### src/rtl/viterbi_frame_loader.sv
// Byte-stream loader feeding the Viterbi slice stage: assembles encoder/decoder
// frames, holds the slice in reset while loading, then runs it for one serialisation pass.
module viterbi_frame_loader (
  input  logic         clk,
  input  logic         rst,
  input  logic         i_start,
  input  logic         i_code_rate,
  input  logic [7:0]   i_data,
  input  logic         i_valid,
  output logic         o_ready,
  output logic         o_code_rate,
  output logic [127:0] o_encoder_data_frame,
  output logic [383:0] o_decoder_data_frame,
  output logic         o_slice_rst_n,
  output logic         o_en_s,
  output logic         o_tx_valid,
  output logic         o_rx_valid,
  output logic         o_busy,
  output logic         o_done
);

  localparam int unsigned BYTE_W       = 8;
  localparam int unsigned ENC_BYTES    = 16;
  localparam int unsigned DEC_BYTES_R2 = 32;
  localparam int unsigned DEC_BYTES_R3 = 48;
  localparam int unsigned RUN_CYCLES   = 128;
  localparam int unsigned ENC_W        = ENC_BYTES * BYTE_W;
  localparam int unsigned DEC_W        = DEC_BYTES_R3 * BYTE_W;
  localparam int unsigned CNT_W        = 6;
  localparam int unsigned RUN_W        = 7;

  typedef enum logic [2:0] {
    S_IDLE, S_LOAD_ENC, S_LOAD_DEC, S_ARM, S_RUN, S_DONE
  } state_t;

  state_t             r_state;
  state_t             w_next_state;
  logic [CNT_W-1:0]   r_byte_cnt;
  logic [RUN_W-1:0]   r_run_cnt;
  logic [ENC_W-1:0]   r_enc;
  logic [DEC_W-1:0]   r_dec;
  logic               r_code_rate;
  logic               r_ready;
  logic               r_en_s;
  logic               r_tx_valid;
  logic               r_rx_valid;
  logic               r_busy;
  logic               r_done;

  logic               w_accept;
  logic               w_start;
  logic               w_enc_last;
  logic               w_dec_last;
  logic               w_run_last;
  logic [CNT_W-1:0]   w_dec_last_idx;
  logic               w_ready_nxt;
  logic               w_en_nxt;
  logic               w_busy_nxt;
  logic               w_done_nxt;

  assign w_accept       = i_valid && r_ready;
  assign w_start        = (r_state == S_IDLE) && i_start;
  assign w_dec_last_idx = r_code_rate ? CNT_W'(DEC_BYTES_R3 - 1) : CNT_W'(DEC_BYTES_R2 - 1);
  assign w_enc_last     = (r_state == S_LOAD_ENC) && w_accept && (r_byte_cnt == CNT_W'(ENC_BYTES - 1));
  assign w_dec_last     = (r_state == S_LOAD_DEC) && w_accept && (r_byte_cnt == w_dec_last_idx);
  assign w_run_last     = (r_run_cnt == RUN_W'(RUN_CYCLES - 1));

  // State register
  always_ff @(posedge clk or negedge rst) begin
    if (!rst) r_state <= S_IDLE;
    else      r_state <= w_next_state;
  end

  // Next-state logic
  always_comb begin
    w_next_state = r_state;
    unique case (r_state)
      S_IDLE:     if (i_start)    w_next_state = S_LOAD_ENC;
      S_LOAD_ENC: if (w_enc_last) w_next_state = S_LOAD_DEC;
      S_LOAD_DEC: if (w_dec_last) w_next_state = S_ARM;
      S_ARM:                      w_next_state = S_RUN;
      S_RUN:      if (w_run_last) w_next_state = S_DONE;
      S_DONE:                     w_next_state = S_IDLE;
      default:                    w_next_state = S_IDLE;
    endcase
  end

  // Output decode of the next state; registered below so outputs track the state
  always_comb begin
    w_ready_nxt = 1'b0;
    w_en_nxt    = 1'b0;
    w_busy_nxt  = (w_next_state != S_IDLE);
    w_done_nxt  = 1'b0;
    unique case (w_next_state)
      S_LOAD_ENC, S_LOAD_DEC: w_ready_nxt = 1'b1;
      S_RUN:                  w_en_nxt    = 1'b1;
      S_DONE:                 w_done_nxt  = 1'b1;
      default:                ;
    endcase
  end

  always_ff @(posedge clk or negedge rst) begin
    if (!rst) begin
      r_ready    <= 1'b0;
      r_en_s     <= 1'b0;
      r_busy     <= 1'b0;
      r_done     <= 1'b0;
      r_tx_valid <= 1'b0;
      r_rx_valid <= 1'b0;
    end else begin
      r_ready    <= w_ready_nxt;
      r_en_s     <= w_en_nxt;
      r_busy     <= w_busy_nxt;
      r_done     <= w_done_nxt;
      // Slice outputs are registered, so valids lag the enable by one cycle
      r_tx_valid <= r_en_s;
      r_rx_valid <= (r_state == S_RUN) && !r_run_cnt[0];
    end
  end

  // Frame assembly, byte counting and rate latch
  always_ff @(posedge clk or negedge rst) begin
    if (!rst) begin
      r_code_rate <= 1'b0;
      r_enc       <= '0;
      r_dec       <= '0;
      r_byte_cnt  <= '0;
    end else if (w_start) begin
      r_code_rate <= i_code_rate;
      r_enc       <= '0;
      r_dec       <= '0;
      r_byte_cnt  <= '0;
    end else if (w_accept && (r_state == S_LOAD_ENC)) begin
      r_enc      <= {r_enc[ENC_W-BYTE_W-1:0], i_data};
      r_byte_cnt <= w_enc_last ? '0 : r_byte_cnt + CNT_W'(1);
    end else if (w_accept && (r_state == S_LOAD_DEC)) begin
      r_dec      <= {r_dec[DEC_W-BYTE_W-1:0], i_data};
      r_byte_cnt <= w_dec_last ? '0 : r_byte_cnt + CNT_W'(1);
    end
  end

  always_ff @(posedge clk or negedge rst) begin
    if (!rst)                   r_run_cnt <= '0;
    else if (r_state == S_RUN)  r_run_cnt <= r_run_cnt + RUN_W'(1);
    else                        r_run_cnt <= '0;
  end

  assign o_ready              = r_ready;
  assign o_code_rate          = r_code_rate;
  assign o_encoder_data_frame = r_enc;
  assign o_decoder_data_frame = r_dec;
  assign o_slice_rst_n        = r_en_s;
  assign o_en_s               = r_en_s;
  assign o_tx_valid           = r_tx_valid;
  assign o_rx_valid           = r_rx_valid;
  assign o_busy               = r_busy;
  assign o_done               = r_done;

endmodule

### config.mk
export PLATFORM = sky130hd
export DESIGN_NAME = viterbi_frame_loader
export DESIGN_NICKNAME = d
export VERILOG_FILES = /design/src/rtl/viterbi_frame_loader.sv
export SDC_FILE = /design/constraint.sdc
export NUM_CORES = 1
export LEC_CHECK = 0
export ABC_CLOCK_PERIOD_IN_PS = 2000
export BUFFER_PORTS_ARGS = -buffer_cell sky130_fd_sc_hd__buf_2
export CAP_MARGIN = 20
export CORE_ASPECT_RATIO = 1.4
export CORE_MARGIN = 2
export CORE_UTILIZATION = 48
export CTS_CLUSTER_SIZE = 30
export DETAILED_ROUTE_END_ITERATION = 7
export GPL_ROUTABILITY_DRIVEN = 0
export PLACE_DENSITY_LB_ADDON = 0.2
export SETUP_SLACK_MARGIN = 0.15
export SYNTH_ARGS = -nofsm -noshare
export SYNTH_HDL_FRONTEND = slang
export SYNTH_SLANG_ARGS = --single-unit
export TNS_END_PERCENT = 50
### constraint.sdc
create_clock -name clk -period 2 [get_ports clk]
set_clock_uncertainty 0.15 [all_clocks]
set_input_delay 0.4 -clock clk [delete_from_list [all_inputs] [get_ports clk]]
set_output_delay 0.4 -clock clk [all_outputs]
set_load 0.1 [all_outputs]
==> results by group <==
STA
  • Slew @ Worst Pin: 0.538 ns
  • Final hold vios: 0
  • Setup violations, final: 0
  • RSZ-0062 raised after global routing: yes
  • Final Cycle Share: 0.979
  • Clock period minus worst slack: 1.96 ns
  • Total negative setup slack: 0 ns
  • Fmax: 511 MHz
  • Slew margin rel.: 0.644
  • Final worst slack: 0.0414 ns
  • Pins Over Slew Limit: 0

Global route
  • Total grt overflow: 0
  • Initial antenna violation count: 2
  • Largest net degree at the start of global routing: 82
  • Vias in the first global route: 17900
  • First-pass GRT wire length: 98.9 mm
  • Global Route Usage Sum: 0.271

Power
  • Switching pwr: 16.5 mW
  • Peak VDD IR: 2010 uV
  • LEAKAGE: 16.2 nW
  • Clock network power share: 0.260
  • Comb power frac: 0.387
  • Power Density: 1250 nW/um^2
  • Flop pwr share: 0.352
  • Switching Share: 0.442
  • Power Internal: 20.9 mW

Placed design
  • Dpl cells: 3306
  • Post-DP HPWL: 41.0 mm
  • PortBufs: 532
  • Setup slack at placement: -0.0794 ns
  • Placed Area: 24700 um^2

Synth
  • Main area contributors after synthesis: dfrtp_1, nand2_1, nand3_1, o21ai_0, buf_2
  • Largest area contributor in the netlist: dfrtp_1
  • Top-count cell post-synth: nand2_1
  • Yosys warns: 0
  • Distinct cells, synth: 38
  • Post-synth net total: 2341
  • Average cell area after synthesis: 9.06 um^2
  • Share of the synthesized area in the top cell type: 0.634
  • Register area share after synthesis: 0.634
  • Post-Syn Area: 21100 um^2
  • Post-Synthesis Cells: 2326
  • EDFF count, synth: 0
  • List of most frequent post-synthesis cells: nand2_1, dfrtp_1, nand3_1
  • Async SR Flop Fraction: 1.00
  • Synth Flop Type: dfrtp_1
  • Synth Register Bits: 534

Finish
  • Post-route non-filler standard cell count: 3487
  • Fin area: 30000 um^2
  • NumNets Final: 2909
  • Share of post-route cells with drive strength above 1: 0.279
  • Fill count: 3181
  • Syn-to-layout area delta: 42.3%

Floorplan
  • Die Area: 45600 um^2
  • Initial Utilization: 0.487
  • Die Wd: 181 um
  • I/O pin cnt: 533
  • Area of the core: 43200 um^2
  • Chip Height: 252 um
  • Placement Rows: 90

Route
  • TritonRoute pass-1 iters: 6
  • # DRC: 0
  • Drt total wl: 71.1 mm
  • Vias: 19200
  • Post-DRT Antenna Nets: 0
  • Drt first-iter violations: 1530
  • Routed WL per cell: 20.4 um
  • Routed vias/inst: 5.51

CTS
  • Sink Count: 534
  • Clk Latency, worst-skew pair: 0.57 ns
  • Root Buffer: clkbuf_16
  • CTS tree: built
  • Num CTS Buffers: 51
  • H-Tree Depth: 2
  • CTS max path bufs: 3
  • Clk pin slew, worst setup/hold paths: 0.06 ns

Critical path
  • Worst setup path startpoint: r_state[1]
  • Worst r2r src: r_state[1]
  • Worst path cell trace: buf_6, nor2_4, nand3b_1, buf_6, clkbuf_16, clkbuf_16, nand3_1, nand2_1
  • CP required: 2.31 ns
  • Slowest-stage cell, CP: dfrtp_1
  • Worst-path fanout max: 33
  • Critical path class: register to register
  • CP startpoint kind: register
  • Critical Path End Type: register
  • Max incr delay on CP: 0.42 ns
  • Arrival @ worst endpoint: 2.27 ns

Worst hold path
  • Hold Path Class: primary input to register
  • HP Start: i_start

Job
  • Max Cap Viol: 0

Run status
  • Status: finished, final reports clean
[path summary, 6_finish.rpt]
check | endpoint | slack, ns | depth (start not counted)
max in group asynchronous | o_decoder_data_frame[197] | 0.72 | 3
worst max register to register | o_decoder_data_frame[344] | 0.04 | 8
min in group asynchronous | o_decoder_data_frame[253] | 0.18 | 2
worst max-delay path | o_decoder_data_frame[344] | 0.04 | 8
worst min-delay path | o_ready | 0.12 | 3
worst min register to register | r_run_cnt[0] | 0.33 | 1
[power groups by stage]
stage	Clock, mW	Combinational (mW)	Sequential [mW]
global route	10.3	15.0	13.3
CTS	9.85	13.2	13.1
finish	9.75	14.5	13.2
global placement	0	12.1	13.1
detailed placement	0	12.2	13.1
floorplan	0	1.85	20.8
[routing by layer]
layer	GRT usage	wire length [um]	share of wire	vias to the layer above
li1	-	-	-	8664
met1	0.330	25900	0.36	9492
met2	0.462	35800	0.50	870
met3	0.0603	5490	0.077	194
met4	0.121	3890	0.055	2
met5	0	13	0.00018	-
[state kept, by name, summed over array words and instances (netlist names)]
register              count
o_code_rate               1
o_en_s                    1
o_decoder_data_frame    384
o_encoder_data_frame    128
o_tx_valid                1
o_busy                    1
o_ready                   1
o_done                    1
r_byte_cnt                6
r_run_cnt                 7
r_state                   3
[layout by cell type, fill, tap and decap left out, drive strengths merged, types with 7 or more instances in the layout]
| cell type | instances |
|---|---|
| nand2 | 1033 |
| buf | 640 |
| dfrtp | 534 |
| nand3 | 344 |
| o21ai | 132 |
| clkbuf | 108 |
| a21oi | 51 |
| clkinv | 13 |
| nor2 | 13 |
| dlygate4sd3 | 10 |
| inv | 7 |
[cell type report]
cell class / instances / area [um^2] / share of cell area
well taps: 552 / 691 / 0.0230
diodes: 1 / 2.50 / 0.0000835
clock inverters: 20 / 171 / 0.00572
multi-input cells: 1616 / 7150 / 0.239
inverters: 3 / 11.3 / 0.000376
clock buffers: 73 / 1510 / 0.0504
repair buffers: 688 / 7060 / 0.235
flip-flops and latches: 534 / 13400 / 0.446
[through the flow]
step / hold slack (ns) / util / power (mW)
after floorplan: -0.0456 / - / 22.7
after global placement: 0.190 / 0.570 / 25.2
after detailed placement: 0.188 / 0.570 / 25.3
after CTS: 0.0816 / 0.654 / 36.2
after global routing: 0.156 / 0.693 / 38.6
final: 0.120 / 0.693 / 37.4
[logic make-up after synthesis]
group	synth area share
AND/OR/NAND/NOR	0.275
flip-flops	0.634
AO/OA/AOI/OAI	0.0491
buffers and inverters	0.0369
XOR/XNOR	0.00291
adder cells (fa/ha/maj)	0.00119
[worst max-delay path: cells and delay by family, from the launching register on]
kind,cells,cell delay [ns]
and+or+nand+nor,4,0.49
buffers and inverters,4,0.77
DFF,1,0.42
[repair_timing]
item,in CTS,in global routing
buffers inserted,10,14
endpoints found under the setup margin,943,798
resized for setup,550,219
hold buffers,10,0
endpoints found under the hold margin,194,0
pin swaps,7,16
cloned,6,48
Note: power is estimated with default switching activity, not from simulation.
